$ cat config.mk
export PLATFORM = sky130hd
export DESIGN_NAME = pc_sequencer
export DESIGN_NICKNAME = d
export VERILOG_FILES = /design/src/rtl/pc_sequencer.sv
export SDC_FILE = /design/constraint.sdc
export NUM_CORES = 1
export LEC_CHECK = 0
export CORE_MARGIN = 4
export CORE_UTILIZATION = 35
export DETAILED_ROUTE_END_ITERATION = 8
export PLACE_DENSITY = 0.51
export SYNTH_ARGS = -nofsm -noshare
export SYNTH_HDL_FRONTEND = slang
export SYNTH_SLANG_ARGS = --single-unit
$ cat constraint.sdc
create_clock -name clk -period 5.65 [get_ports clk]
set_input_delay 1.13 -clock clk [delete_from_list [all_inputs] [get_ports clk]]
set_output_delay 1.13 -clock clk [all_outputs]
set_load 0.05 [all_outputs]
$ cat src/rtl/pc_sequencer.sv
// pc_sequencer: fetch-stage program counter with load, relative branch, increment,
// stall and call/return through a circular hardware return-address stack (RAS).
// Optional trap entry point is compiled in when PC_SEQ_TRAP_EN is defined; it adds
// the trap input and the epc output.
//
// Per-cycle request priority:
//   trap > stall > load_pc > ret > call > branch_en > incr_pc.
// Only the highest-priority asserted request acts; the others are dropped for that
// cycle. Every effect shows on pc one clock after the sampling edge.
module pc_sequencer #(
  parameter int unsigned WIDTH     = 16,
  parameter int unsigned STEP      = 1,
  parameter int unsigned RESET_VEC = 0,
  parameter int unsigned RAS_DEPTH = 4,
  parameter int unsigned TRAP_VEC  = 'h8
) (
  input  logic             clk,
  input  logic             reset_n,
`ifdef PC_SEQ_TRAP_EN
  input  logic             trap,
  output logic [WIDTH-1:0] epc,
`endif
  input  logic             stall,
  input  logic             load_pc,
  input  logic [WIDTH-1:0] pc_in,
  input  logic             branch_en,
  input  logic [WIDTH-1:0] branch_off,
  input  logic             call,
  input  logic             ret,
  input  logic             incr_pc,
  output logic [WIDTH-1:0] pc,
  output logic             ras_empty,
  output logic             ras_full,
  output logic             ras_ovf,
  output logic             ras_unf
);

  localparam int unsigned PTR_W = (RAS_DEPTH > 1) ? $clog2(RAS_DEPTH) : 1;
  localparam int unsigned CNT_W = $clog2(RAS_DEPTH + 1);

  localparam logic [WIDTH-1:0] STEP_W      = WIDTH'(STEP);
  localparam logic [WIDTH-1:0] RESET_VEC_W = WIDTH'(RESET_VEC);
  localparam logic [WIDTH-1:0] TRAP_VEC_W  = WIDTH'(TRAP_VEC);
  localparam logic [CNT_W-1:0] FULL_CNT    = CNT_W'(RAS_DEPTH);
  localparam logic [PTR_W-1:0] LAST_PTR    = PTR_W'(RAS_DEPTH - 1);

  // The single action chosen for this cycle after priority resolution.
  typedef enum logic [2:0] {
    ACT_HOLD,
    ACT_TRAP,
    ACT_LOAD,
    ACT_RET,
    ACT_CALL,
    ACT_BRANCH,
    ACT_INCR
  } action_e;

  action_e          act;
  logic             trap_req;

  // RAS storage: wr_ptr is the next free slot, so the top of stack is wr_ptr-1.
  // Pushing when full simply overwrites the oldest entry, which is the circular
  // discard behaviour wanted on overflow.
  logic [WIDTH-1:0] ras_mem [RAS_DEPTH];
  logic [PTR_W-1:0] wr_ptr, wr_ptr_next, rd_ptr, inc_ptr;
  logic [CNT_W-1:0] count, count_next;
  logic [WIDTH-1:0] pc_next, ret_addr;
  logic             push_en, ovf_set, unf_set;

`ifdef PC_SEQ_TRAP_EN
  assign trap_req = trap;
`else
  assign trap_req = 1'b0;
`endif

  assign ret_addr = pc + STEP_W;
  assign rd_ptr   = (wr_ptr == '0) ? LAST_PTR : wr_ptr - PTR_W'(1);
  assign inc_ptr  = (wr_ptr == LAST_PTR) ? '0 : wr_ptr + PTR_W'(1);

  // Priority resolution: pick exactly one action per cycle.
  always_comb begin
    act = ACT_HOLD;
    if (trap_req)       act = ACT_TRAP;
    else if (stall)     act = ACT_HOLD;
    else if (load_pc)   act = ACT_LOAD;
    else if (ret)       act = ACT_RET;
    else if (call)      act = ACT_CALL;
    else if (branch_en) act = ACT_BRANCH;
    else if (incr_pc)   act = ACT_INCR;
  end

  // Next pc, stack pointer/count and sticky-flag set requests for the chosen action.
  always_comb begin
    pc_next     = pc;
    wr_ptr_next = wr_ptr;
    count_next  = count;
    push_en     = 1'b0;
    ovf_set     = 1'b0;
    unf_set     = 1'b0;
    case (act)
      ACT_TRAP:   pc_next = TRAP_VEC_W;
      ACT_LOAD:   pc_next = pc_in;
      ACT_RET: begin
        if (count != '0) begin
          pc_next     = ras_mem[rd_ptr];
          wr_ptr_next = rd_ptr;
          count_next  = count - CNT_W'(1);
        end else begin
          unf_set = 1'b1;
        end
      end
      ACT_CALL: begin
        push_en     = 1'b1;
        pc_next     = pc_in;
        wr_ptr_next = inc_ptr;
        if (count == FULL_CNT) ovf_set = 1'b1;
        else                   count_next = count + CNT_W'(1);
      end
      ACT_BRANCH: pc_next = pc + branch_off;
      ACT_INCR:   pc_next = pc + STEP_W;
      default:    pc_next = pc;
    endcase
  end

  // pc, stack bookkeeping and status flags; all cleared asynchronously by reset.
  always_ff @(posedge clk or negedge reset_n) begin
    if (!reset_n) begin
      pc        <= RESET_VEC_W;
      wr_ptr    <= '0;
      count     <= '0;
      ras_empty <= 1'b1;
      ras_full  <= 1'b0;
      ras_ovf   <= 1'b0;
      ras_unf   <= 1'b0;
    end else begin
      pc        <= pc_next;
      wr_ptr    <= wr_ptr_next;
      count     <= count_next;
      ras_empty <= (count_next == '0);
      ras_full  <= (count_next == FULL_CNT);
      ras_ovf   <= ras_ovf | ovf_set;
      ras_unf   <= ras_unf | unf_set;
    end
  end

  // Return-address storage; contents are only meaningful below count, so no reset.
  always_ff @(posedge clk) begin
    if (push_en) ras_mem[wr_ptr] <= ret_addr;
  end

`ifdef PC_SEQ_TRAP_EN
  // Exception pc captures the interrupted pc on trap entry.
  always_ff @(posedge clk or negedge reset_n) begin
    if (!reset_n)              epc <= '0;
    else if (act == ACT_TRAP)  epc <= pc;
  end
`endif

endmodule
==> impl_results.md, run 1 <==
* Cell variety after synth at 59
* First-pass GRT wire length at 20200 um
* Max_slew headroom at 0.368
* DP Wirelength at 9290 um
* DRT iter0 DRCs at 281
* CTS resizes at 0
* Critical path required time at 5.93 ns
* Crit path max-delay family: compound AO/OA/AOI/OAI gates
* I/O Buffers at 59
* Clk_lat worst skew at 0.34 ns
* GRT Overall Usage at 0.162
* CP cell instances: clkdlybuf4s50_1 > ha_1 > inv_1 > fa_1 > nor2b_1 > o31ai_1 > a211oi_1 > o221ai_1 > o32a_1 > nand2_1
* Initial DRT Pass Iterations at 4
* Post-CTS setup buffers at 0
* Post-layout utilization of the core at 0.434
* Fin. max-slew vios at 0
* Mapped Area at 4930 um^2
* Synth area leader: edfxtp_1
* Total Neg Setup Slack at 0 ns
* Hold Crit Class: reg2reg
* Detail Route Antenna Nets at 0
* Clock Sink Count at 89
* Largest cells by area after synthesis: edfxtp_1 (39%), dfrtp_1 (12%), ha_1 (5.8%), mux4_2 (5.0%), mux4_1 (2.7%)
* Yosys reg bits at 89
* CTS Root Cell: clkbuf_16
* Cell count after synthesis at 408
* Antenna violations before repair at 0
* CTS Buffer Depth at 2
* Ant. Diodes at 0
* Syn Area/Cell at 12.1 um^2
* Main combinational cell family by area after synthesis: compound AO/OA/AOI/OAI gates
* Area grow syn2layout at 21.8%
* Final min period at 3.32 ns
* Static Leak at 2.22 nW
* Post-synthesis adder-cell area fraction at 0.0625
* Slowest stage delay, CP at 0.46 ns
* Simple-Gate Fraction of Synth Area at 0.117
* Starting Density at 0.356
* Routed length per placed instance at 19.7 um
* Max Clock Skew at 0.00927 ns
* Vias at 3653
* Fmax achieved at 302 MHz
* Clock transition at the registers of the reported paths at 0.07 ns
* CTS tree: yes
* CP startpoint kind: input pin
* Die span in y at 127 um
* Crit path kind: in2reg
* Seq/Total Area, Yosys at 0.517
* Pwr dens at 421 nW/um^2
* DIE WIDTH at 127 um
* WP data arrival at 3.59 ns
* Net Count, Synth at 472
* Asr flop ratio synth at 0.281
* Share of layout cells above drive strength 1 at 0.0809
* Critical Path End Type: flip-flop
* Slew @ Worst Pin at 0.947 ns
* Final non-filler cell area at 6000 um^2
* Post-Route WL at 12800 um
* Max Cap Viol at 0
* Ys Warns at 0
* Core area at 13800 um^2
* Die area at 16000 um^2
* Filler cell count at 1273
* Total count of hold-check failures in the final report at 0
* Multiplexer area fraction after synthesis at 0.0850
* CP bufs+invs at 2
* # DRC at 0
* Cell row count at 43
* Placed Instance Area at 5700 um^2
* Ys flop type: edfxtp_1
* Critical path fanouts, max at 4
* Num CTS Buffers at 9
* Most common cell in the netlist: edfxtp_1
* EDFF count, synth at 64
* Crit share post-route at 0.587
* RSZ-0062 raised after global routing: false
* Status: finished, final reports clean
* Hold-fix buffers, CTS at 0
* H-tree lvl count at 3
* Synth Area in Compound Gates at 0.152
* Post-Synth XOR/XNOR Area at 0.0391
* Number of global-route vias before repair at 3567
* Synth cell count leaders: edfxtp_1 (64), nor2_1 (29), nand2_1 (26), a21oi_1 (24), dfrtp_1 (24)
* Ports at 60
* Final setup fails at 0
* Final net count at 529
* Pin count of the biggest net entering global routing at 26
* Post-synth top area share at 0.390
* Peak supply drop at 0.000155 V
* Global placer's final weighted congestion at 0.848
* Vias per cell at 5.62
* CP max stage cell: clkdlybuf4s50_1
* Global route total overflow at 0
[power by group]
part	switching, mW	internal (mW)	total [mW]	leakage [nW]
sequential	0.0950	0.805	0.900	0.886
clock	0.289	0.316	0.606	0.150
combinational	0.593	0.429	1.02	1.19
total	0.977	1.55	2.53	2.22
[final timing paths]
path | startpoint | end | slack (ns) | cells after the start
max | branch_off[0] | pc[12]$_DFFE_PN0P_ | 2.33 | 10
min | ras_unf$_DFF_PN0_ | ras_unf$_DFF_PN0_ | 0.47 | 1
max reg2reg | wr_ptr[0]$_DFFE_PN0P_ | pc[14]$_DFFE_PN0P_ | 2.71 | 8
min reg2reg | ras_unf$_DFF_PN0_ | ras_unf$_DFF_PN0_ | 0.47 | 1
max in group asynchronous | reset_n | ras_empty$_DFF_PN1_ | 4.17 | 2
min in group asynchronous | reset_n | count[2]$_DFF_PN0_ | 1.17 | 2
[metal layers]
| metal | share of wire | vias up | global-route usage |
|---|---|---|---|
| met5 | 0 | - | 0 |
| met4 | 0.012 | 0 | 0.0385 |
| met3 | 0.043 | 14 | 0.0257 |
| met2 | 0.47 | 99 | 0.253 |
| met1 | 0.48 | 1813 | 0.238 |
| li1 | - | 1727 | - |
[placed cells by master (no fill, tap or decap), types with 6 or more instances in the layout]
cell type,netlist,final
o21ai_0,18,18
clkbuf_16,0,9
mux4_2,11,11
edfxtp_1,64,64
and3_1,12,12
dfrtp_1,24,24
nor3_1,8,8
a21oi_1,24,24
nor2_1,29,29
nand3_1,10,10
ha_1,23,23
a31oi_1,7,7
clkdlybuf4s50_1,0,59
xor2_1,8,8
nand2_1,26,26
inv_1,14,14
xnor2_1,14,14
a221oi_1,6,6
a211oi_1,8,8
nand4_1,7,7
[area by class of cell]
cell class / instances / area [um^2] / area share
Sequential cell: 89 / 2550 / 0.425
Multi-Input combinational cell: 288 / 2250 / 0.375
Timing Repair Buffer: 63 / 621 / 0.103
Clock buffer: 9 / 225 / 0.0375
Tap cell: 180 / 225 / 0.0375
Clock inverter: 7 / 81.3 / 0.0135
Inverter: 14 / 52.6 / 0.00875
[flip-flops by register name, indices dropped and copies added, names as in the netlist]
signal     flops
count          3
pc            16
ras_empty      1
ras_full       1
ras_mem       64
ras_ovf        1
ras_unf        1
wr_ptr         2
[logic make-up after synthesis]
logic type	Yosys count
AOI/OAI and AO/OA	109
and+or+nand+nor	113
adders and majority gates	24
muxes	20
DFF	89
buffers and inverters	31
xor gates and xnor gates	22
[per-stage QoR]
stage	hold slack [ns]	worst slack, ns	instances	power, mW
after floorplan	0.489	2.76	408	1.63
after global placement	0.451	2.05	634	1.92
after detailed placement	0.458	1.99	634	1.94
after CTS	0.473	2.34	650	2.54
after global routing	0.505	2.17	650	2.67
final	0.470	2.33	650	2.53
Note: power is estimated with default switching activity, not from simulation.
==> inputs of run 2 (changes only) <==
--- a/config.mk
+++ b/config.mk
@@ -8,7 +8,7 @@
 export CORE_MARGIN = 4
 export CORE_UTILIZATION = 35
 export DETAILED_ROUTE_END_ITERATION = 8
-export PLACE_DENSITY = 0.51
+export PLACE_DENSITY = 0.53
 export SYNTH_ARGS = -nofsm -noshare
 export SYNTH_HDL_FRONTEND = slang
 export SYNTH_SLANG_ARGS = --single-unit
==> constraint.sdc (replaced) <==
create_clock -name clk -period 3 [get_ports clk]
set_input_delay 0.6 -clock clk [delete_from_list [all_inputs] [get_ports clk]]
set_output_delay 0.6 -clock clk [all_outputs]
set_load 0.05 [all_outputs]
==> run 2 against run 1 <==
Via count up 0.52%; routed wire length decreased by 0.20%; hold slack got worse by 0.00088 ns; combinational power grew 94%; total power is 90% higher; die area is the same; critical endpoint is now pc[15]$_DFFE_PN0P_; largest power group unchanged.
==> impl_results.md, run 2 (synthesis gave the netlist of run 1 again) <==
* Critical Path End Type: flip-flop (unchanged)
* Clk_lat worst skew at 0.35 ns (was 0.34 ns)
* Slew @ Worst Pin at 0.663 ns (was 0.947 ns)
* CP startpoint kind: input pin (unchanged)
* FF-to-FF setup slack at 0.37 ns (was 2.71 ns)
* Crit path kind: in2reg (unchanged)
* CTS tree: yes (unchanged)
* Critical path required time at 3.21 ns (was 5.93 ns)
* Clock Sink Count at 89 (unchanged)
* Ports at 60 (unchanged)
* Worst R2R End: pc[10]$_DFFE_PN0P_ (was pc[14]$_DFFE_PN0P_)
* DRT iter0 DRCs at 310 (was 281)
* Static Leak at 2.32 nW (was 2.22 nW)
* Detail Route Antenna Nets at 0 (unchanged)
* Core area at 13800 um^2 (unchanged)
* Vias per cell at 5.49 (was 5.62)
* Top Registers: ras_mem: 64 flops, pc: 16 flops, count: 3 flops (unchanged)
* Top reg by flops: ras_mem (unchanged)
* GRT Overall Usage at 0.164 (was 0.162)
* Hold path depth at 1 (unchanged)
* # DRC at 0 (unchanged)
* Clock transition at the registers of the reported paths at 0.06 ns (was 0.07 ns)
* Number of global-route vias before repair at 3619 (was 3567)
* Share of layout cells above drive strength 1 at 0.117 (was 0.0809)
* Final setup fails at 0 (unchanged)
* Total count of hold-check failures in the final report at 0 (unchanged)
* H-tree lvl count at 3 (unchanged)
* Final Power at 4.81 mW (was 2.53 mW)
* RSZ-0062 raised after global routing: false (unchanged)
* Die area at 16000 um^2 (unchanged)
* Post-Route WL at 12800 um (about the same)
* Slowest stage delay, CP at 0.52 ns (was 0.46 ns)
* Cell row count at 43 (unchanged)
* Global placer's final weighted congestion at 0.853 (was 0.848)
* Initial DRT Pass Iterations at 5 (was 4)
* Hold-fix buffers, CTS at 0 (unchanged)
* Fin. max-slew vios at 0 (unchanged)
* Final min period at 2.65 ns
* Max FFs per register at 64 (unchanged)
* Status: finished, final reports clean (unchanged)
* Final net count at 549 (was 529)
* Hold path start: ras_unf$_DFF_PN0_ (unchanged)
* Hold Crit Class: reg2reg (unchanged)
* CP max stage cell: a2111oi_0 (was clkdlybuf4s50_1)
* Crit path max-delay family: compound AO/OA/AOI/OAI gates (unchanged)
* Die span in y at 127 um (unchanged)
* Num CTS Buffers at 9 (unchanged)
* Max_slew headroom at 0.553 (was 0.368)
* Pin count of the biggest net entering global routing at 26 (unchanged)
* CTS Root Cell: clkbuf_16 (unchanged)
* Fmax achieved at 377 MHz
* Highest-count cells in the layout ignoring fill and taps: edfxtp_1 (64), clkdlybuf4s50_1 (59), nor2_1 (29) (unchanged)
* WHS Endpoint: ras_unf$_DFF_PN0_ (unchanged)
* CTS resizes at 0 (unchanged)
* DIE WIDTH at 127 um (unchanged)
* Starting Density at 0.356 (unchanged)
* Crit share post-route at 0.883
* DP Wirelength at 9600 um (was 9290 um)
* Commonest non-fill, non-tap cell in the layout: edfxtp_1 (unchanged)
* WP data arrival at 2.86 ns (was 3.59 ns)
* Critical path fanouts, max at 6 (was 4)
* R2R depth at 8 (unchanged)
* Final non-filler cell area at 6150 um^2 (was 6000 um^2)
* Register area at 2550 um^2 (unchanged)
* Final WS setup at 0.350 ns (was 2.33 ns)
* Max Clock Skew at 0.00981 ns (was 0.00927 ns)
* Pre-CTS WS at 0.00569 ns (was 1.99 ns)
* Footprint of the multi-input gates at 2250 um^2 (unchanged)
* Max Cap Viol at 0 (unchanged)
* CP cell instances: clkdlybuf4s50_1 > ha_1 > nand4_1 > nor3b_1 > a21oi_1 > a2111oi_0 > buf_4 > mux2i_1 > o211ai_1 (was clkdlybuf4s50_1 > ha_1 > inv_1 > fa_1 > nor2b_1 > o31ai_1 > a211oi_1 > o221ai_1 > o32a_1 > nand2_1)
* First-pass GRT wire length at 20300 um (was 20200 um)
* Global route total overflow at 0 (unchanged)
* Placed Instance Area at 5850 um^2 (was 5700 um^2)
* CTS Buffer Depth at 2 (unchanged)
* I/O Buffers at 59 (unchanged)
* Ant. Diodes at 0 (unchanged)
* CP bufs+invs at 2 (unchanged)
* Routed length per placed instance at 19.1 um (was 19.7 um)
* Antenna violations before repair at 0 (unchanged)
* Post-CTS setup buffers at 0 (unchanged)
* R2R Path Start: wr_ptr[0]$_DFFE_PN0P_ (unchanged)
* Peak supply drop at 0.000328 V (was 0.000155 V)
* Vias at 3672 (was 3653)
* Pwr dens at 783 nW/um^2 (was 421 nW/um^2)
* Area grow syn2layout at 24.7% (was 21.8%)
* Filler cell count at 1274 (was 1273)
## run 2: changes by cell type in the layout (fill, tap and decap cells not counted)
cell,previous run,this run
buf_4,4,24
clkinv_8,2,0
bufinv_16,0,1
clkinv_4,1,2
clkinvlp_4,0,1
inv_6,2,1
inv_8,2,1
## run 2: power by group
group / switching [mW] / internal (mW)
Sequential: 0.178 / 1.52
Combinational: 1.11 / 0.868
Clock: 0.484 / 0.652
## run 2: final cells by class
| cell class | count | share of cell area |
|---|---|---|
| Timing Repair Buffer | 83 | 0.125 |
| Tap cell | 180 | 0.0366 |
| Clock buffer | 9 | 0.0366 |
| Sequential cell | 89 | 0.415 |
| Clock inverter | 6 | 0.0122 |
| Inverter | 14 | 0.00855 |
| Multi-Input combinational cell | 288 | 0.366 |
## run 2: how the worst max path moves through the flow
stage,slack (ns),startpoint,endpoint,cells past startpoint
6_report,0.35,branch_off[6],pc[15]$_DFFE_PN0P_,9
5_1_grt,0.15,branch_off[2],pc[15]$_DFFE_PN0P_,9
4_1_cts,0.35,wr_ptr[0]$_DFFE_PN0P_,pc[10]$_DFFE_PN0P_,8
3_5_place_dp,0.006,branch_off[2],pc[15]$_DFFE_PN0P_,9
3_3_place_gp,-0.02,branch_off[2],pc[15]$_DFFE_PN0P_,9
2_1_floorplan,0.46,pc[0]$_DFFE_PN0P_,pc[12]$_DFFE_PN0P_,9
## run 2: worst reg2reg max path, cell delays in order (launching register included)
cell	delay, ns
dfrtp_1	0.42
inv_1	0.10
ha_1	0.26
nor2b_4	0.28
mux4_2	0.58
a221o_1	0.36
a211oi_2	0.20
nand2_1	0.08
o221a_1	0.22
## run 2: through the flow
stage	hold WS (ns)	instances	util	TNS [ns]
2_1_floorplan	0.304	408	-	0
3_3_place_gp	0.453	654	0.423	-0.0206
3_5_place_dp	0.462	654	0.423	0
4_1_cts	0.478	669	0.445	0
5_1_grt	0.497	669	0.445	0
6_report	0.469	669	0.445	0
## run 2: metal layers
| layer | vias to the layer above | GRT usage | share of wire |
|---|---|---|---|
| met4 | 0 | 0.0511 | 0.014 |
| met3 | 15 | 0.0312 | 0.045 |
| met2 | 83 | 0.257 | 0.47 |
| met1 | 1812 | 0.230 | 0.47 |
| met5 | - | 0 | 0 |
| li1 | 1762 | - | - |
==> inputs of run 3 (changes only) <==
--- a/config.mk
+++ b/config.mk
@@ -5,10 +5,12 @@
 export SDC_FILE = /design/constraint.sdc
 export NUM_CORES = 1
 export LEC_CHECK = 0
+export ABC_AREA = 1
 export CORE_MARGIN = 4
 export CORE_UTILIZATION = 35
 export DETAILED_ROUTE_END_ITERATION = 8
 export PLACE_DENSITY = 0.53
+export SKIP_CTS_REPAIR_TIMING = 1
 export SYNTH_ARGS = -nofsm -noshare
 export SYNTH_HDL_FRONTEND = slang
 export SYNTH_SLANG_ARGS = --single-unit
==> run 3 against run 2 <==
Design area grew 7.6%; first-iteration DRC count fell by 25%; largest power group unchanged; fmax grew 14%; sequential power is essentially flat; clock-buffer cell count up 4; routed wire length rose by 14%; register-to-register slack better by 0.51 ns; critical path type is now reg2out; critical endpoint is now pc[12]; flip-flop and latch count stayed put.
==> impl_results.md, run 3 <==
* CP cell instances: clkdlybuf4s50_1 (was clkdlybuf4s50_1 > ha_1 > nand4_1 > nor3b_1 > a21oi_1 > a2111oi_0 > buf_4 > mux2i_1 > o211ai_1)
* CTS Buffer Depth at 2 (unchanged)
* First-pass GRT wire length at 23600 um (was 20300 um)
* Final Power at 5.15 mW (was 4.81 mW)
* Global route total overflow at 0 (unchanged)
* Mapped Area at 5470 um^2 (was 4930 um^2)
* Detail Route Antenna Nets at 0 (unchanged)
* Crit path max-delay family: buffers and inverters (was compound AO/OA/AOI/OAI gates)
* Number of global-route vias before repair at 4660 (was 3619)
* Static Leak at 3.04 nW (was 2.32 nW)
* Hold path depth at 1 (unchanged)
* Slowest stage delay, CP at 0.87 ns (was 0.52 ns)
* Highest-count cells in the layout ignoring fill and taps: nand2_1 (275), inv_1 (81), nand3_1 (75) (was edfxtp_1 (64), clkdlybuf4s50_1 (59), nor2_1 (29))
* Top Registers: ras_mem: 64 flops, pc: 16 flops, count: 3 flops (unchanged)
* Hold WS at 0.476 ns (was 0.469 ns)
* Vias at 4640 (was 3672)
* Global placer's final weighted congestion at 0.847 (was 0.853)
* Total Neg Setup Slack at 0 ns (unchanged)
* CP startpoint kind: flip-flop (was input pin)
* Syn Area/Cell at 7.75 um^2 (was 12.1 um^2)
* Sequential share of power at 0.329 (was 0.352)
* Asr flop ratio synth at 0.281 (unchanged)
* Top reg by flops: ras_mem (unchanged)
* Post-layout utilization of the core at 0.433 (was 0.445)
* Hold Crit Class: reg2reg (unchanged)
* Antenna violations before repair at 0 (unchanged)
* Cell count after synthesis at 706 (was 408)
* Gate power share at 0.473 (was 0.412)
* Dpl cells at 976 (was 654)
* Filler cell count at 1513 (was 1274)
* Post-Route WL at 14500 um (was 12800 um)
* Starting Density at 0.359 (was 0.356)
* CTS tree: yes (unchanged)
* Final WS setup at 0.668 ns (was 0.350 ns)
* Ys Warns at 0 (unchanged)
* Area grow syn2layout at 20.9% (was 24.7%)
* Final non-filler cell area at 6610 um^2 (was 6150 um^2)
* Max Clock Skew at 0.00667 ns (was 0.00981 ns)
* Pwr dens at 778 nW/um^2 (was 783 nW/um^2)
* Max_slew headroom at 0.635 (was 0.553)
* R2R depth at 11 (was 8)
* Core area at 15300 um^2 (was 13800 um^2)
* DIE WIDTH at 133 um (was 127 um)
* Footprint of the multi-input gates at 2510 um^2 (was 2250 um^2)
* Crit path depth at 1 (was 9)
* I/O Buffers at 59 (unchanged)
* Critical Path End Type: primary output (was flip-flop)
* Vias per cell at 4.68 (was 5.49)
* FF-to-FF setup slack at 0.88 ns (was 0.37 ns)
* Routed length per placed instance at 14.6 um (was 19.1 um)
* Max Cap Viol at 0 (unchanged)
* Hold path start: ras_ovf$_DFF_PN0_ (was ras_unf$_DFF_PN0_)
* Register area at 2550 um^2 (unchanged)
* GRT Overall Usage at 0.169 (was 0.164)
* Clock Sink Count at 89 (unchanged)
* Clk_lat worst skew at 0.34 ns (was 0.35 ns)
* Net Count, Synth at 770 (was 472)
* Crit path kind: reg2out (was in2reg)
* Switching share of power at 0.434 (was 0.369)
* CP max stage cell: clkdlybuf4s50_1 (was a2111oi_0)
* Max FFs per register at 64 (unchanged)
* Die area at 17700 um^2 (was 16000 um^2)
* Most common cell in the netlist: nand2_1 (was edfxtp_1)
* Final setup fails at 0 (unchanged)
* Final min period at 2.33 ns (was 2.65 ns)
* EDFF count, synth at 64 (unchanged)
* Switching power total at 2.24 mW (was 1.78 mW)
* Total count of hold-check failures in the final report at 0 (unchanged)
* Peak supply drop at 0.000433 V (was 0.000328 V)
* DRT iter0 DRCs at 231 (was 310)
* Seq/Total Area, Yosys at 0.466 (was 0.517)
* Pre-CTS WS at 0.336 ns (was 0.00569 ns)
* Clk pwr share at 0.198 (was 0.236)
* Worst R2R End: pc[7]$_DFFE_PN0P_ (was pc[10]$_DFFE_PN0P_)
* Status: finished, final reports clean (unchanged)
* CTS Root Cell: clkbuf_16 (unchanged)
* Cell variety after synth at 34 (was 59)
* RSZ-0062 raised after global routing: false (unchanged)
* CP bufs+invs at 1 (was 2)
* WP data arrival at 1.73 ns (was 2.86 ns)
* Ys flop type: edfxtp_1 (unchanged)
* Critical path required time at 2.40 ns (was 3.21 ns)
* H-tree lvl count at 3 (unchanged)
* WHS Endpoint: ras_ovf$_DFF_PN0_ (was ras_unf$_DFF_PN0_)
* Fin. max-slew vios at 0 (unchanged)
* Pint at 2.91 mW (was 3.04 mW)
* Synth area leader: edfxtp_1 (unchanged)
* Share of layout cells above drive strength 1 at 0.0627 (was 0.117)
* Ports at 60 (unchanged)
* # DRC at 0 (unchanged)
* Final net count at 840 (was 549)
* Post-synth top area share at 0.351 (was 0.390)
* DP Wirelength at 10900 um (was 9600 um)
* R2R Path Start: wr_ptr[0]$_DFFE_PN0P_ (unchanged)
* Largest cells by area after synthesis: edfxtp_1 (35%), nand2_1 (19%), dfrtp_1 (11%), nand3_1 (6.9%), inv_1 (5.6%) (was edfxtp_1 (39%), dfrtp_1 (12%), ha_1 (5.8%), mux4_2 (5.0%), mux4_1 (2.7%))
* Post-layout instance count excluding filler cells at 992 (was 669)
* Critical path fanouts, max at 7 (was 6)
* Cell row count at 45 (was 43)
* Initial DRT Pass Iterations at 5 (unchanged)
* Pin count of the biggest net entering global routing at 34 (was 26)
* Commonest non-fill, non-tap cell in the layout: nand2_1 (was edfxtp_1)
* Clock transition at the registers of the reported paths at 0.06 ns (about the same)
* Ant. Diodes at 0 (unchanged)
* Die span in y at 133 um (was 127 um)
* Fmax achieved at 429 MHz (was 377 MHz)
* Placed Instance Area at 6350 um^2 (was 5850 um^2)
* Crit share post-route at 0.777 (was 0.883)
* Yosys reg bits at 89 (unchanged)
* Synth cell count leaders: nand2_1 (275), inv_1 (81), nand3_1 (75), edfxtp_1 (64), nor2_1 (57) (was edfxtp_1 (64), nor2_1 (29), nand2_1 (26), a21oi_1 (24), dfrtp_1 (24))
* Slew @ Worst Pin at 0.546 ns (was 0.663 ns)
* Num CTS Buffers at 9 (unchanged)
run 3: logic make-up (layout without fill, tap and decap cells):
| kind of cell | after synthesis | count (layout) | synth area share |
|---|---|---|---|
| and+or+nand+nor | 442 | 442 | 0.342 |
| adders and majority gates | 24 | 24 | 0.0563 |
| AOI/OAI and AO/OA | 39 | 39 | 0.0409 |
| DFF | 89 | 89 | 0.466 |
| xor gates and xnor gates | 13 | 13 | 0.0208 |
| buffers and inverters | 99 | 174 | 0.0743 |
run 3: per-layer routing:
layer,share of wire,track usage,wire length (um),vias to the layer above
met3,0.026,0.0148,383,23
met1,0.47,0.221,6770,2115
li1,-,-,-,2410
met5,0,0,0,-
met2,0.48,0.287,6990,92
met4,0.026,0.0739,381,0
run 3: worst max-delay path by stage:
stage,to,slack (ns),from
2_1_floorplan,ras_mem[1][0]$_DFFE_PP_,0.76,ret
3_3_place_gp,pc[8]$_DFFE_PN0P_,0.37,branch_off[0]
3_5_place_dp,pc[12]$_DFFE_PN0P_,0.34,branch_off[0]
4_1_cts,pc[12],0.65,pc[12]$_DFFE_PN0P_
5_1_grt,pc[8]$_DFFE_PN0P_,0.50,branch_off[0]
6_report,pc[12],0.67,pc[12]$_DFFE_PN0P_
run 3: worst register-to-register path: cells and delay by family (launching register included):
family | cells | cell delay [ns]
AOI/OAI and AO/OA | 1 | 0.09
adders and majority gates | 1 | 0.32
buffers and inverters | 3 | 0.77
DFF | 1 | 0.43
and+or+nand+nor | 6 | 0.46
run 3: power groups by stage:
| stage | clock, mW | combinational, mW | sequential (mW) |
|---|---|---|---|
| final | 1.02 | 2.44 | 1.69 |
| after global routing | 1.11 | 2.74 | 1.72 |
| after CTS | 1.04 | 2.46 | 1.69 |
| after detailed placement | 0 | 2.45 | 1.72 |
| after global placement | 0 | 2.41 | 1.71 |
| after floorplan | 0 | 1.46 | 1.95 |
run 3: layout make-up:
type                    instances  share of cell area
flip-flops and latches         89               0.385
multi-input cells             518               0.380
repair buffers                 74               0.106
inverters                      84              0.0477
well taps                     211              0.0399
clock buffers                  13              0.0378
clock inverters                 3             0.00265
